--- config.mk ---
export PLATFORM = sky130hd
export DESIGN_NAME = codec_init_seq_flat
export DESIGN_NICKNAME = d
export VERILOG_FILES = /design/src/rtl/codec_init_seq_if.sv /design/src/rtl/codec_init_seq.sv /design/src/flat_wrapper.sv
export SDC_FILE = /design/constraint.sdc
export NUM_CORES = 1
export LEC_CHECK = 0
export ABC_AREA = 1
export CORE_ASPECT_RATIO = 0.5
export CORE_UTILIZATION = 54
export DETAILED_ROUTE_END_ITERATION = 12
export HOLD_SLACK_MARGIN = 0.03
export PLACE_DENSITY = 0.85
export SLEW_MARGIN = 20
export SYNTH_ARGS = -nofsm -noshare
export SYNTH_HDL_FRONTEND = slang
export SYNTH_SLANG_ARGS = --single-unit
--- constraint.sdc ---
create_clock -name clk -period 3.5 [get_ports clk]
set_input_delay 0.7 -clock clk [delete_from_list [all_inputs] [get_ports clk]]
set_output_delay 0.7 -clock clk [all_outputs]
set_load 0.1 [all_outputs]
--- src/rtl/codec_init_seq_if.sv ---
// I2C request bundle between the codec init sequencer and the byte master.
// master: the sequencer side; slave: the i2c_fsm side.
interface codec_init_seq_if;
    logic       i2c_start;
    logic [6:0] i2c_dev_addr;
    logic [7:0] i2c_byte0;
    logic [7:0] i2c_byte1;
    logic       i2c_busy;
    logic       i2c_done;
    logic       i2c_nack;

    modport master (
        output i2c_start,
        output i2c_dev_addr,
        output i2c_byte0,
        output i2c_byte1,
        input  i2c_busy,
        input  i2c_done,
        input  i2c_nack
    );

    modport slave (
        input  i2c_start,
        input  i2c_dev_addr,
        input  i2c_byte0,
        input  i2c_byte1,
        output i2c_busy,
        output i2c_done,
        output i2c_nack
    );
endinterface

--- src/rtl/codec_init_seq.sv ---
// Codec register-table init sequencer feeding the I2C byte master.
// Power-up wait, table walk, bounded retry on NACK/timeout, debug state code.
module codec_init_seq #(
    parameter int         NUM_REGS     = 10,
    parameter logic [6:0] DEV_ADDR     = 7'h1A,
    parameter int         STARTUP_WAIT = 1000,
    parameter int         MAX_RETRY    = 3,
    parameter int         RETRY_GAP    = 100,
    parameter int         TIMEOUT      = 100000
) (
    input  logic                    clk,
    input  logic                    reset,
    input  logic                    restart,
    output logic [7:0]              rom_addr,
    input  logic [15:0]             rom_data,
    codec_init_seq_if.master        i2c,
    output logic                    init_done,
    output logic                    init_error,
    output logic [7:0]              reg_index,
    output logic [3:0]              state_info
);

    typedef enum logic [3:0] {
        S_WAIT      = 4'd1,
        S_FETCH     = 4'd2,
        S_LATCH     = 4'd3,
        S_ISSUE     = 4'd4,
        S_WAIT_DONE = 4'd5,
        S_CHECK     = 4'd6,
        S_BACKOFF   = 4'd7,
        S_DONE      = 4'd8,
        S_ERROR     = 4'd9
    } state_t;

    localparam int CNT_A   = (TIMEOUT > STARTUP_WAIT) ? TIMEOUT : STARTUP_WAIT;
    localparam int CNT_MAX = (CNT_A > RETRY_GAP) ? CNT_A : RETRY_GAP;
    localparam int CW      = $clog2(CNT_MAX + 1);
    localparam int RW      = $clog2(MAX_RETRY + 2);

    state_t          state;
    state_t          state_nxt;
    logic [CW-1:0]   cnt;
    logic [RW-1:0]   retry;
    logic            nack_q;
    logic            cnt_en;
    logic            wait_end;
    logic            tmo;
    logic            gap_end;
    logic            last_reg;
    logic            can_retry;

    assign i2c.i2c_dev_addr = DEV_ADDR;

    assign cnt_en    = (state == S_WAIT) || (state == S_WAIT_DONE) ||
                       (state == S_BACKOFF);
    assign wait_end  = (cnt == CW'(STARTUP_WAIT - 1));
    assign tmo       = (cnt == CW'(TIMEOUT - 1));
    assign gap_end   = (cnt == CW'(RETRY_GAP - 1));
    assign last_reg  = (reg_index == 8'(NUM_REGS - 1));
    assign can_retry = (retry < RW'(MAX_RETRY));

    // State register; reset lands in the power-up wait from anywhere.
    always_ff @(posedge clk) begin
        if (!reset) begin
            state <= S_WAIT;
        end else begin
            state <= state_nxt;
        end
    end

    // Next-state selection; done beats a same-cycle timeout.
    always_comb begin
        state_nxt = state;
        unique case (state)
            S_WAIT: begin
                if (wait_end) state_nxt = S_FETCH;
            end
            S_FETCH: state_nxt = S_LATCH;
            S_LATCH: state_nxt = S_ISSUE;
            S_ISSUE: begin
                if (!i2c.i2c_busy) state_nxt = S_WAIT_DONE;
            end
            S_WAIT_DONE: begin
                if (i2c.i2c_done || tmo) state_nxt = S_CHECK;
            end
            S_CHECK: begin
                if (!nack_q) begin
                    state_nxt = last_reg ? S_DONE : S_FETCH;
                end else begin
                    state_nxt = can_retry ? S_BACKOFF : S_ERROR;
                end
            end
            S_BACKOFF: begin
                if (gap_end) state_nxt = S_ISSUE;
            end
            S_DONE, S_ERROR: begin
                if (restart) state_nxt = S_WAIT;
            end
            default: state_nxt = S_WAIT;
        endcase
    end

    // Status outputs decoded from the current state.
    always_comb begin
        state_info = state;
        init_done  = (state == S_DONE);
        init_error = (state == S_ERROR);
    end

    // Datapath: shared cycle counter, table index, latched bytes, retries.
    // rom_addr tracks reg_index so a registered ROM has data by LATCH.
    always_ff @(posedge clk) begin
        if (!reset) begin
            cnt           <= '0;
            retry         <= '0;
            nack_q        <= 1'b0;
            reg_index     <= '0;
            rom_addr      <= '0;
            i2c.i2c_start <= 1'b0;
            i2c.i2c_byte0 <= '0;
            i2c.i2c_byte1 <= '0;
        end else begin
            i2c.i2c_start <= 1'b0;
            if (state_nxt != state) begin
                cnt <= '0;
            end else if (cnt_en) begin
                cnt <= cnt + CW'(1);
            end
            unique case (state)
                S_FETCH: rom_addr <= reg_index;
                S_LATCH: begin
                    i2c.i2c_byte0 <= rom_data[15:8];
                    i2c.i2c_byte1 <= rom_data[7:0];
                end
                S_ISSUE: begin
                    if (!i2c.i2c_busy) i2c.i2c_start <= 1'b1;
                end
                S_WAIT_DONE: begin
                    if (i2c.i2c_done) begin
                        nack_q <= i2c.i2c_nack;
                    end else if (tmo) begin
                        nack_q <= 1'b1;
                    end
                end
                S_CHECK: begin
                    if (!nack_q) begin
                        retry <= '0;
                        if (!last_reg) begin
                            reg_index <= reg_index + 8'd1;
                            rom_addr  <= reg_index + 8'd1;
                        end
                    end else if (can_retry) begin
                        retry <= retry + RW'(1);
                    end
                end
                S_DONE, S_ERROR: begin
                    if (restart) begin
                        reg_index <= '0;
                        rom_addr  <= '0;
                        retry     <= '0;
                    end
                end
                default: ;
            endcase
        end
    end

endmodule
--- src/flat_wrapper.sv ---
// flat-port wrapper written by rule: the top's interface ports become plain ports
module codec_init_seq_flat 
#(
    parameter int         NUM_REGS     = 10,
    parameter logic [6:0] DEV_ADDR     = 7'h1A,
    parameter int         STARTUP_WAIT = 1000,
    parameter int         MAX_RETRY    = 3,
    parameter int         RETRY_GAP    = 100,
    parameter int         TIMEOUT      = 100000
)
  (clk, reset, restart, rom_addr, rom_data, init_done, init_error, reg_index, state_info, i2c_i2c_start, i2c_i2c_dev_addr, i2c_i2c_byte0, i2c_i2c_byte1, i2c_i2c_busy, i2c_i2c_done, i2c_i2c_nack);
  codec_init_seq_if i2c_i ();
  input  logic clk;
  input  logic reset;
  input  logic restart;
  output logic [7:0] rom_addr;
  input  logic [15:0] rom_data;
  output logic init_done;
  output logic init_error;
  output logic [7:0] reg_index;
  output logic [3:0] state_info;
  output wire logic [$bits(i2c_i.i2c_start)-1:0] i2c_i2c_start;
  output wire logic [$bits(i2c_i.i2c_dev_addr)-1:0] i2c_i2c_dev_addr;
  output wire logic [$bits(i2c_i.i2c_byte0)-1:0] i2c_i2c_byte0;
  output wire logic [$bits(i2c_i.i2c_byte1)-1:0] i2c_i2c_byte1;
  input wire logic [$bits(i2c_i.i2c_busy)-1:0] i2c_i2c_busy;
  input wire logic [$bits(i2c_i.i2c_done)-1:0] i2c_i2c_done;
  input wire logic [$bits(i2c_i.i2c_nack)-1:0] i2c_i2c_nack;
  assign i2c_i2c_start = i2c_i.i2c_start;
  assign i2c_i2c_dev_addr = i2c_i.i2c_dev_addr;
  assign i2c_i2c_byte0 = i2c_i.i2c_byte0;
  assign i2c_i2c_byte1 = i2c_i.i2c_byte1;
  assign i2c_i.i2c_busy = i2c_i2c_busy;
  assign i2c_i.i2c_done = i2c_i2c_done;
  assign i2c_i.i2c_nack = i2c_i2c_nack;
  codec_init_seq #(.NUM_REGS(NUM_REGS), .DEV_ADDR(DEV_ADDR), .STARTUP_WAIT(STARTUP_WAIT), .MAX_RETRY(MAX_RETRY), .RETRY_GAP(RETRY_GAP), .TIMEOUT(TIMEOUT)) u_core (.clk(clk), .reset(reset), .restart(restart), .rom_addr(rom_addr), .rom_data(rom_data), .i2c(i2c_i), .init_done(init_done), .init_error(init_error), .reg_index(reg_index), .state_info(state_info));
endmodule
* Word level (Yosys, flattened, before mapping) *
Cells that the tools add are included.

operators by class
  eq/ne operators = 18
  mux-type cells = 21
  reduce and logical (&&, ||, !) cells = 13
  bitwise logic cells = 1
  add/sub/neg operators = 3
  magnitude comparators = 1

operator list
  kind                     number
  $mux W4                  8
  $pmux W4 S8              1
  $mux W8                  3
  $pmux W8 S3              1
  $add A17 B1 Y17 const B  1
  $eq A17 B10 Y1 const B   1
  $eq A17 B17 Y1 const B   1
  $eq A17 B7 Y1 const B    1
  $eq A4 B3 Y1 const B     4
  $pmux W8 S2              1
  $mux W3                  3
  $add A8 B1 Y8 const B    1
  $eq A4 B2 Y1 const B     2
  $eq A4 B4 Y1 const B     2
  $eq A8 B4 Y1 const B     1
  $reduce_and A4 Y1        2
  $ne A2 B2 Y1 const B     3
  $pmux W3 S2              1
  $eq A4 B1 Y1 const B     1
  $ne A4 B4 Y1             1
  $reduce_and A2 Y1        2
  $reduce_bool A2 Y1       2
  $reduce_or A2 Y1         2
  $add A3 B1 Y3 const B    1
  other kinds (7)          11

word-level totals
  register bits = 58

* Longest topological paths before layout *
  depth in word-level cells = 6
  gate-level depth with buffers = 14
  depth with buffers taken out = 13

* Worst setup path before layout *
Ideal clock, no wire load.

  path kind = register to output
  start = register u_core.state[0], in the netlist u_core.state_info[0]
  end = output init_error
  path slack = 198 ps
  buffers on the path = 1
  arrival time = 2602 ps
  data required time = 2800 ps
  cell stages (with the launch flop) = 4
  cell sequence = dfxtp_1 buf_2 inv_2 nor2_1

on the way
  longest elaborated chain between the ends = 1

ends and longest elaborated chain
  item                    RTL line               RTL
  from (decl)             codec_init_seq.sv:40   state_t state;
  from (signal assigned)  codec_init_seq.sv:67   state <= state_nxt;
  $eq A4 B4 Y1            codec_init_seq.sv:107  init_error = (state == S_ERROR);
  to (decl)               flat_wrapper.sv:19     output logic init_error;

Every way passes these cells.

* Worst setup path after layout *
  start = register u_core.reg_index[5]
  end = output reg_index[5]

RTL lines
  item                    RTL line               RTL
  from (decl)             codec_init_seq.sv:19   output logic [7:0] reg_index,
  from (signal assigned)  codec_init_seq.sv:149  reg_index <= reg_index + 8'd1;
  to (decl)               flat_wrapper.sv:20     output logic [7:0] reg_index;

No word-level cell between the ends.

==> metrics.md <==
| Metric | Value |
|---|---|
| Run status | `completed` |
| CP peak stage delay | `approximately 1200 ps` |
| Die W | `approximately 110 um` |
| Number of synthesized flops with an enable pin | `0` |
| Final setup TNS | `0 ps` |
| Synth cell count leaders | `nor2_1, nand2_1, dfxtp_1` |
| Critical path arrival | `about 1900 ps` |
| Count leader, synth | `nor2_1` |
| All-Layer GR Usage | `approximately a quarter` |
| Crit Path Max Fanout | `5` |
| Hold_ws | `500.2 ps` |
| Number of post-CTS setup repair buffers | `0` |
| CTS tree | `built` |
| Max Cap Violations | `0` |
| Die height | `around 54 um` |
| Clock sinks | `58` |
| Yosys reg bits | `58` |
| Synth area leader | `dfxtp_1` |
| Post-CTS Resized | `0` |
| First-pass GRT wire length | `between 10000 and 15000 um` |
| Root Buffer | `clkbuf_8` |
| CP cell instances | `clkdlybuf4s50_1` |
| Vias | `between 2000 and 3000` |
| Final instance area | `around 0.0038 mm2` |
| Number of buffers created by CTS | `9` |
| Layout cells sized above 1 | `14.02%` |
| Number of global-route vias before repair | `2504` |
| Wire length per cell | `12.15 um` |
| WS Path Type | `reg -> out` |
| H-tree depth | `3` |
| Synthesized area | `between 0.002 and 0.003 mm2` |
| Number of buffers and inverters on the critical path | `1` |
| Final number of setup-violating endpoints | `0` |
| Critical Path Slowest Stage Cell | `clkdlybuf4s50_1` |
| Placed cell area | `roughly 0.0035 mm2` |
| GRT overflow | `0` |
| Predominant post-synthesis flop cell | `dfxtp_1` |
| Sequential share of the synthesized area | `39.51%` |
| RD Place Congestion | `0.9064` |
| Layout overhead on the synthesized area | `28.14%` |
| WL final | `between 6000 and 7000 um` |
| Diodes inserted | `0` |
| Most area-consuming cells after synthesis | `dfxtp_1, nor2_1, nand2_1` |
| Initial antenna violation count | `0` |
| Final Non-Filler Cells | `around 560` |
| Pwr/cell area | `roughly 390 mW/mm2` |
| Starting Density | `roughly 58%` |
| CP Data Required Time | `around 2800 ps` |
| Lkg Pwr | `between 1.5 and 2 nW` |
| Full die area | `0.005760 mm2` |
| Final ANT Viol Nets | `0` |
| 1st-iter DRT viols | `100` |
| # hold bufs at CTS | `0` |
| Hold Crit Class | `reg -> reg` |
| Fillers | `between 400 and 500` |
| Tmin final | `between 2000 and 3000 ps` |
| Later-pin clock latency in the skew report | `340 ps` |
| Boundary Pins | `between 60 and 70` |
| Setup Skew | `approximately 9 ps` |
| DP Wirelength | `between 4000 and 5000 um` |
| CP Capture Type | `output pin` |
| First-pass iteration count of the detailed router | `6` |
| Worst-Margin Slew | `a little under 1000 ps` |
| Peak VDD IR | `0.0003178 V` |
| Yosys cell types | `35` |
| CTS Buffer Depth | `2` |
| Post-synth ARST share | `0%` |
| Hold Vio Cnt, Final | `0` |
| Final net count | `506` |
| Period utilization | `roughly three quarters` |
| Slew Limit Headroom | `between 30 and 40%` |
| Largest net degree at the start of global routing | `23` |
| Placed insts | `539` |
| FP Rows | `18` |
| Synth top area share | `between 30% and 40%` |
| Synthesized area per cell | `7.014 um2` |
| Worst-path clk slew | `70 ps` |
| Core footprint | `0.005067 mm2` |
| Unrepaired setup endpoints after global routing | `false` |
| Final slew viol count | `0` |
| Gate Count Post-Synth | `around 420` |
| Max Clk Rate | `roughly 380 MHz` |
| Family with the most delay on the worst path | `buffers and inverters` |
| Vias per cell | `roughly 5.0` |
| Port buffer count | `60` |
| Setup crit start kind | `flop` |
| # DRC | `0` |
| Yosys warns | `0` |
==> area by class of cell <==
cell class / count / area [um2] / area share, %
clock buffer: 12 / 165.2 / 4.385
timing repair buffer: 62 / 583.1 / 15.48
multi-input combinational: 305 / 1531 / 40.66
inverter: 44 / 165.2 / 4.385
clock inverter: 4 / 72.57 / 1.927
sequential: 58 / 1161 / 30.83
tap: 70 / 87.58 / 2.326
==> flip-flops by register name, indices dropped and copies added (netlist names) <==
name                  count
u_core.retry              3
u_core.i2c.i2c_byte0      8
u_core.reg_index          8
u_core.cnt               17
u_core.i2c.i2c_byte1      8
u_core.i2c.i2c_start      1
u_core.nack_q             1
u_core.rom_addr           8
u_core.state_info         4
==> worst reg2reg max path: stages, from the launching register on <==
cell and delay (ps):
dfxtp_1 430, nand2_1 150, nor2_2 50, buf_4 180, inv_2 250, o21ai_0 170, nor2_1 230, nand4_4 320
nor2_1 200
==> final timing paths <==
check | startpoint | to | slack (ps) | cells past startpoint
setup / recovery | u_core.reg_index[5] | reg_index[5] | 870 | 1
hold / removal | u_core.retry[1] | u_core.retry[1] | 500 | 2
setup reg to reg | u_core.state_info[0] | u_core.cnt[13] | 1440 | 8
hold reg to reg | u_core.retry[1] | u_core.retry[1] | 500 | 2
==> metal layers <==
layer  vias to the layer above  global-route usage, %  part of all wire, %
li1                       1440                      -                    -
met1                      1265                  30.08                   46
met5                         -                      0                    0
met2                        79                  46.32                   46
met4                         0                  6.481                 0.82
met3                         9                  9.443                  6.8
==> power by group <==
part / leakage [nW] / internal (mW) / switching, mW / total [mW]
Sequential: 0.468 / 0.663 / 0.00375 / 0.667
Clock: 0.119 / 0.458 / 0.271 / 0.729
Combinational: 1.00 / 0.0277 / 0.0526 / 0.0803
==> kinds of logic after synthesis <==
group | after synthesis | synth area share (%)
adder cells (fa/ha/maj) | 4 | 1.703
other | 2 | 0.2555
buffers and inverters | 61 | 9.025
AND/OR/NAND/NOR | 210 | 31.55
AO/OA/AOI/OAI | 62 | 11.32
multiplexers | 2 | 0.6812
flip-flops | 58 | 39.51
XOR/XNOR | 20 | 5.960
==> metrics by stage <==
| stage | utilization (%) | setup WS [ps] | power, mW |
|---|---|---|---|
| final | 74.32 | 866.3 | 1.476 |
| after global routing | 74.32 | 828.3 | 1.526 |
| after CTS | 74.32 | 861.7 | 1.485 |
| after detailed placement | 69.63 | 1166 | 0.7613 |
| after global placement | 69.63 | 1206 | 0.7602 |
| after floorplan | - | 197.8 | 0.7391 |
==> layout by cell type (no fill, tap or decap), types with 6 or more instances in the layout <==
cell / synthesis / layout
clkbuf_8: 0 / 12
nand3_1: 16 / 16
xor2_1: 13 / 13
o21ai_0: 25 / 25
nand4_1: 6 / 6
inv_1: 30 / 30
conb_1: 2 / 7
a21oi_1: 18 / 18
nand2_1: 65 / 65
nor2_1: 93 / 93
o21ai_1: 7 / 7
dfxtp_1: 58 / 58
inv_2: 14 / 14
buf_4: 7 / 15
clkdlybuf4s50_1: 0 / 47
xnor2_1: 7 / 7
nor2_2: 14 / 14
(Power assumes the default switching activity.)
